[src/rtl/fifo_wr_arbiter.sv]
// ---------------------------------------------------------------------------
// fifo_wr_arbiter
//
// Shares the write port of a single FIFO among NUM_REQ producers. Arbitration
// is round-robin with a bounded burst lock: once granted, a producer may keep
// the port for up to MAX_BURST consecutive accepted beats. After that, the
// search rotates to the next requester. The grant is purely combinational, so
// a beat is accepted in the same cycle that the producer presents it.
//
// Ports
//   clk           system clock, rising edge
//   rst           synchronous active-high reset
//   req_valid     per-producer data valid            [NUM_REQ]
//   req_data      producer i data at [i*WIDTH +: WIDTH]
//   req_ready     per-producer accept (one-hot or zero)
//   fifo_full     FIFO full flag
//   fifo_write    FIFO write strobe
//   fifo_data_in  FIFO write data (zero when idle)
//   owner         current or last grantee (debug)
//   locked        high while a burst lock is held
// ---------------------------------------------------------------------------
module fifo_wr_arbiter #(
    parameter int WIDTH     = 32,
    parameter int NUM_REQ   = 4,
    parameter int MAX_BURST = 4
) (
    input  logic                       clk,
    input  logic                       rst,
    input  logic [NUM_REQ-1:0]         req_valid,
    input  logic [NUM_REQ*WIDTH-1:0]   req_data,
    output logic [NUM_REQ-1:0]         req_ready,
    input  logic                       fifo_full,
    output logic                       fifo_write,
    output logic [WIDTH-1:0]           fifo_data_in,
    output logic [$clog2(NUM_REQ)-1:0] owner,
    output logic                       locked
);

    localparam int OW = $clog2(NUM_REQ);
    // One extra bit so owner + offset cannot overflow before the modulo.
    localparam int IW = OW + 1;
    localparam logic [7:0] BURST_MAX = 8'(MAX_BURST);

    typedef enum logic {
        IDLE = 1'b0,
        LOCK = 1'b1
    } state_t;

    state_t          state_reg, state_next;
    logic [OW-1:0]   owner_reg, owner_next;
    logic [7:0]      burst_cnt_reg, burst_cnt_next;

    logic            grant_vld;
    logic [OW-1:0]   grant_idx;

    // Candidate k is requester (owner + 1 + k) mod NUM_REQ, so the current
    // owner is the last candidate and a lone requester is re-granted.
    logic [OW-1:0]      cand_idx [NUM_REQ];
    logic [NUM_REQ-1:0] cand_vld;

    genvar gi;
    generate
        for (gi = 0; gi < NUM_REQ; gi++) begin : g_cand
            logic [IW-1:0] sum;
            assign sum           = {1'b0, owner_reg} + IW'(gi + 1);
            assign cand_idx[gi]  = (sum >= IW'(NUM_REQ)) ? OW'(sum - IW'(NUM_REQ))
                                                         : sum[OW-1:0];
            assign cand_vld[gi]  = req_valid[cand_idx[gi]];
        end
    endgenerate

    // Grant selection. Reset and a full FIFO both suppress the grant, which
    // makes every handshake output quiet in those cycles.
    always_comb begin
        grant_vld = 1'b0;
        grant_idx = owner_reg;
        if (!rst && !fifo_full) begin
            if (state_reg == LOCK && req_valid[owner_reg]) begin
                grant_vld = 1'b1;
                grant_idx = owner_reg;
            end else begin
                // Walk from the far end so the nearest candidate wins.
                for (int k = NUM_REQ - 1; k >= 0; k--) begin
                    if (cand_vld[k]) begin
                        grant_vld = 1'b1;
                        grant_idx = cand_idx[k];
                    end
                end
            end
        end
    end

    always_comb begin
        req_ready = '0;
        if (grant_vld) begin
            req_ready[grant_idx] = 1'b1;
        end
    end

    assign fifo_write   = grant_vld;
    assign fifo_data_in = grant_vld ? req_data[grant_idx*WIDTH +: WIDTH] : '0;
    assign owner        = owner_reg;
    assign locked       = (state_reg == LOCK);

    // Next-state logic. A grant always coincides with an accepted beat,
    // because the granted producer's valid is already known to be high.
    always_comb begin
        state_next     = state_reg;
        owner_next     = owner_reg;
        burst_cnt_next = burst_cnt_reg;
        if (grant_vld) begin
            if (state_reg == IDLE || grant_idx != owner_reg) begin
                owner_next     = grant_idx;
                burst_cnt_next = 8'd1;
                state_next     = (MAX_BURST > 1) ? LOCK : IDLE;
            end else begin
                burst_cnt_next = burst_cnt_reg + 8'd1;
                if (burst_cnt_reg + 8'd1 == BURST_MAX) begin
                    state_next = IDLE;
                end
            end
        end else if (state_reg == LOCK) begin
            // A full FIFO holds the lock; otherwise the owner went away and
            // nobody else was asking either.
            if (!fifo_full) begin
                state_next     = IDLE;
                burst_cnt_next = 8'd0;
            end
        end else begin
            burst_cnt_next = 8'd0;
        end
    end

    always_ff @(posedge clk) begin
        if (rst) begin
            state_reg     <= IDLE;
            owner_reg     <= OW'(NUM_REQ - 1);
            burst_cnt_reg <= 8'd0;
        end else begin
            state_reg     <= state_next;
            owner_reg     <= owner_next;
            burst_cnt_reg <= burst_cnt_next;
        end
    end

endmodule

[config.mk]
export PLATFORM = sky130hd
export DESIGN_NAME = fifo_wr_arbiter
export DESIGN_NICKNAME = d
export VERILOG_FILES = /design/src/rtl/fifo_wr_arbiter.sv
export SDC_FILE = /design/constraint.sdc
export NUM_CORES = 1
export LEC_CHECK = 0
export ABC_CLOCK_PERIOD_IN_PS = 7600
export BUFFER_PORTS_ARGS = -buffer_cell sky130_fd_sc_hd__buf_4
export CORE_ASPECT_RATIO = 1.5
export CORE_UTILIZATION = 25
export DETAILED_ROUTE_END_ITERATION = 10
export PLACE_DENSITY = 0.5
export SYNTH_ARGS = -nofsm -noshare
export SYNTH_HDL_FRONTEND = slang
export SYNTH_SLANG_ARGS = --single-unit
[constraint.sdc]
create_clock -name clk -period 7.6 [get_ports clk]
set_input_delay 1.52 -clock clk [delete_from_list [all_inputs] [get_ports clk]]
set_output_delay 1.52 -clock clk [all_outputs]
set_load 0.005 [all_outputs]
Word level (Yosys, flattened, before mapping)
Cells that the tools add are included.

storage, ports and cells
  bits in registers = 11
  bits of input ports = 135
  output and inout port bits = 40
  logic and storage cells = 75

cells by class
  add/subtract/negate cells = 9
  order comparisons = 11
  eq/ne operators = 4
  shift-type cells = 1
  multiplexer cells = 39
  bitwise gates (word level) = 1
  reductions and logical operators = 7

operator list
  cell                 count
  $shiftx 128x8->32    1
  $mux 32              1
  $mux 8               4
  $mux 2               10
  $lt 2x3->1 const B   6
  $mux 1               17
  $ge 3x3->1 const B   4
  $bmux 1 s2           5
  $add 8x1->8 const B  1
  $eq 8x3->1 const B   1
  $sub 2x1->2 const B  4
  $add 2x2->3 const B  2
  $mux 4               1
  $add 2x1->3 const B  1
  $add 2x3->3 const B  1
  $logic_and 1x1->1    3
  $ne 3x1->1 const B   1
  $ne 3x2->1 const B   1
  $demux 1 s2          1
  $ge 2x1->1 const B   1
  $logic_not 1->1      2
  $ne 2x2->1           1
  $reduce_and 2->1     1
  $logic_or 1x1->1     1
  $not 1->1            1

Depth between registers and ports, before layout
  word-level depth = 16
  depth in mapped cells = 9
  mapped depth without buffers = 6

Worst setup path after synthesis
OpenSTA, ideal clock, no wires.

  path type = in2out
  from = input port req_valid[1]
  to = output port fifo_data_in[10]
  arrival time = 3.183 ns
  data required time = 6.080 ns
  slack = 2.897 ns
  cell stages on the path = 9
  buffers on the path = 3
  cells stage by stage = clkbuf_1 -> mux2_2 -> nand3_1 -> o211a_1 -> mux2i_1 -> nand2b_1 -> clkbuf_1 -> clkbuf_1 -> o22ai_1

between the ends
  longest elaborated chain between the ends = 10
  elaborated cells on any way between the ends = 25
  classes of those cells = shift: 1; mux: 23; reduce/logical: 1

RTL lines
  element                       RTL line  RTL
  from (decl)                   29        input logic [NUM_REQ-1:0] req_valid,
  $bmux 1 s2                    68        assign cand_vld[gi] = req_valid[cand_idx[gi]];
  $mux 1 (implied by the code)  68
  $mux 2 (4 in series)          84        if (cand_vld[k]) begin
  $mux 2                        78        if (state_reg == LOCK && req_valid[owner_reg]) begin
  $mux 2                        77        if (!rst && !fifo_full) begin
  $shiftx 128x8->32             101       assign fifo_data_in = grant_vld ? req_data[grant_idx*WIDTH +: WIDTH] : '0;
  $mux 32 *                     101
  to (decl)                     34        output logic [WIDTH-1:0] fifo_data_in,

Every way passes the cells marked *; elsewhere a longest branch is shown, timed or not. The select of a mux whose other input is x is not followed.

Final worst setup path
  from = input port req_valid[2]
  to = output port fifo_data_in[8]

The elaborated chain is that of the path after synthesis.

==> run metrics <==
Remaining DRCs=0; dpl ws=between 1.5 and 2 ns; final setup violation count=0; Hold-fix buffers, CTS=0; gr usage total=0.188; die area=about 15000 um^2; post-CTS setup buffer count=0; area leader, netlist=nand2b_1; post-layout min period=5.90 ns; first-pass GRT wire length=between 20000 and 25000 um; Hold Vio Cnt, Final=0; crit path kind=input pin to output port; DRT antenna net count=0; CTS tree=done; clock-pin slew on the worst setup and hold paths=about 0.04 ns; Worst VDD drop=approximately 0.11 mV; Least-Margin Pin Slew=~1.1 ns; drt first pass iters=5; Crit path depth=9; setup TNS=0 ns; Critical path buffers and inverters=3; Ant. Diodes=0; Worst Path Required=between 6 and 7 ns; Final Skew=approximately 0.00094 ns; initial antenna violation count=0; Post-Syn Area=3720 um^2; Core Util, Final=0.352; Slew HR=0.273; DPL Wire Length=approximately 11000 um; status=finished, final reports clean; crit path capture=fifo_data_in[8]; RSZ-0062 raised after global routing=false; CP max FO=33; vias in the first global route=about 4500; Nets=around 840; Storage cell area=224 um^2; worst setup path startpoint=req_valid[2]; total power=slightly above 500 uW; Tcrit/Tclk final=0.777; placed instance area=a little over 5000 um^2; Core Region=14500 um^2; R2R Path End=owner[0]$_SDFFE_PP1P_; CTS Buf Count=3; Max Slew Vio Count=0; DR iter-0 viols=~310; Hold WS=just under 0.5 ns; top cells by count, synth=134 x nand2b_1, 76 x nand2_1, 68 x a21oi_1; fin area=approximately 5100 um^2; Initial Util=0.256; per-cell routed wire length=17.3 um; CP startpoint kind=input pin; # rows=54; Critical Path Sink Type=output port; Mapped Nets=~730; Synth cell types=between 40 and 50; Clock Latency Late Sink=between 0.2 and 0.25 ns; reg2reg path depth=6; top cells by area, synth=nand2b_1 23%, a311oi_1 15%, a211oi_1 14%; Hold Path Class=flop to flop; leakage power=approximately 1.9 nW; Post-synth ARST share=0; max FFs per register=8; Synth top area share=0.225; largest net degree at the start of global routing=140; EDFF count, synth=0; Yosys Warn Count=0; final worst slack=about 1.7 ns; final wirelength=approximately 16000 um; area of the multi-input gates=roughly 3200 um^2; post-synthesis sequential area ratio=0.0592; ratio of cells with drive above 1 in the final layout=0.280; Crit-path slowest cell=a221o_2; critical path arrival=4.38 ns; Top FF cell, synth=dfxtp_1; CP top delay family=compound AO/OA/AOI/OAI gates; Ports=175; Num Clock Sinks=11; vias after detailed routing=approximately 5000; DP Cell Count=roughly 900; Avg Inst Size Synth=roughly 6.2 um^2; CP peak stage delay=0.74 ns; vias per cell=5.57; crit path cell chain=buf_4 -> nand2b_1 -> a211oi_1 -> a221o_2 -> buf_4 -> a211oi_1 -> a311oi_1 -> o22ai_1 -> buf_4; CTS max path bufs=2; CTS HTree Levels=1; Max Fclk=between 150 and 200 MHz; Pwr Density=99.8 nW/um^2; final non-filler cell total=900; Post-CTS Resized=0; maxcap violations=0; R2R Path Start=owner[0]$_SDFFE_PP1P_; port bufs=174; most common cell in the netlist=nand2b_1; # fillers=1559; area grow syn2layout=37.5%; Overflow after GRT=0; routability cong.=about 0.83; Chip Width=slightly above 100 um; Yosys reg bits=11; crit-path most repeated cell=buf_4; Worst R2R Setup Slack=roughly 4.7 ns; Root Driver=clkbuf_16; Chip Height=151 um; Syn Inst Count=595
[routing by layer]
metal / vias to the layer above / global-route usage / share of wire
met5: - / 0 / 0
li1: 2466 / - / -
met3: 25 / 0.0134 / 0.038
met4: 0 / 0.0587 / 0.027
met2: 136 / 0.345 / 0.53
met1: 2390 / 0.230 / 0.40
[cell type report]
| class | count | share of cell area |
|---|---|---|
| multi-input cells | 504 | 0.623 |
| flip-flops and latches | 11 | 0.0438 |
| clock buffers | 4 | 0.0154 |
| repair buffers | 182 | 0.267 |
| inverters | 3 | 0.00220 |
| well taps | 196 | 0.0480 |
[placed cells by master, fill, tap and decap left out, drive strengths merged, types with 2 or more instances in the layout]
cell type / n
o21ai: 4
or3: 2
dfxtp: 11
nand2: 76
nor2: 11
nand2b: 134
nor3: 2
a311oi: 64
inv: 3
nor4: 3
a21oi: 68
or4: 2
a22oi: 2
buf: 182
and2: 2
mux2i: 2
a211oi: 67
nand3: 10
nor2b: 2
o22ai: 32
a31oi: 4
clkbuf: 4
[power breakdown]
group | leakage, nW | switching, mW | internal, mW
combinational | 1.80 | 0.178 | 0.157
clock | 0.0382 | 0.0259 | 0.0704
sequential | 0.0893 | 0.0186 | 0.0597
total | 1.93 | 0.223 | 0.287
[logic make-up after synthesis]
kind of cell / share of synthesized area
AOI/OAI and AO/OA: 0.471
xor gates and xnor gates: 0.00471
adders and majority gates: 0.00336
buffers and inverters: 0.0898
DFF: 0.0592
muxes: 0.00841
and+or+nand+nor: 0.363
[worst reg2reg max path: stages, from the launching register on]
cell and delay, ns:
dfxtp_4 1.05, nand2b_1 0.25, o211a_2 0.72, nand2_2 0.10, buf_4 0.28, xor2_1 0.27, nand2b_1 0.08
[how the worst min path moves through the flow]
stage / from / to / slack (ns) / cells past startpoint
finish: burst_cnt_reg[7]$_SDFFE_PP0P_ / burst_cnt_reg[7]$_SDFFE_PP0P_ / 0.49 / 2
global route: burst_cnt_reg[7]$_SDFFE_PP0P_ / burst_cnt_reg[7]$_SDFFE_PP0P_ / 0.53 / 2
CTS: burst_cnt_reg[7]$_SDFFE_PP0P_ / burst_cnt_reg[7]$_SDFFE_PP0P_ / 0.50 / 2
detailed placement: burst_cnt_reg[7]$_SDFFE_PP0P_ / burst_cnt_reg[7]$_SDFFE_PP0P_ / 0.49 / 2
global placement: burst_cnt_reg[7]$_SDFFE_PP0P_ / burst_cnt_reg[7]$_SDFFE_PP0P_ / 0.48 / 2
floorplan: burst_cnt_reg[2]$_SDFFE_PP0P_ / burst_cnt_reg[2]$_SDFFE_PP0P_ / 0.46 / 2
(Power assumes the default switching activity.)
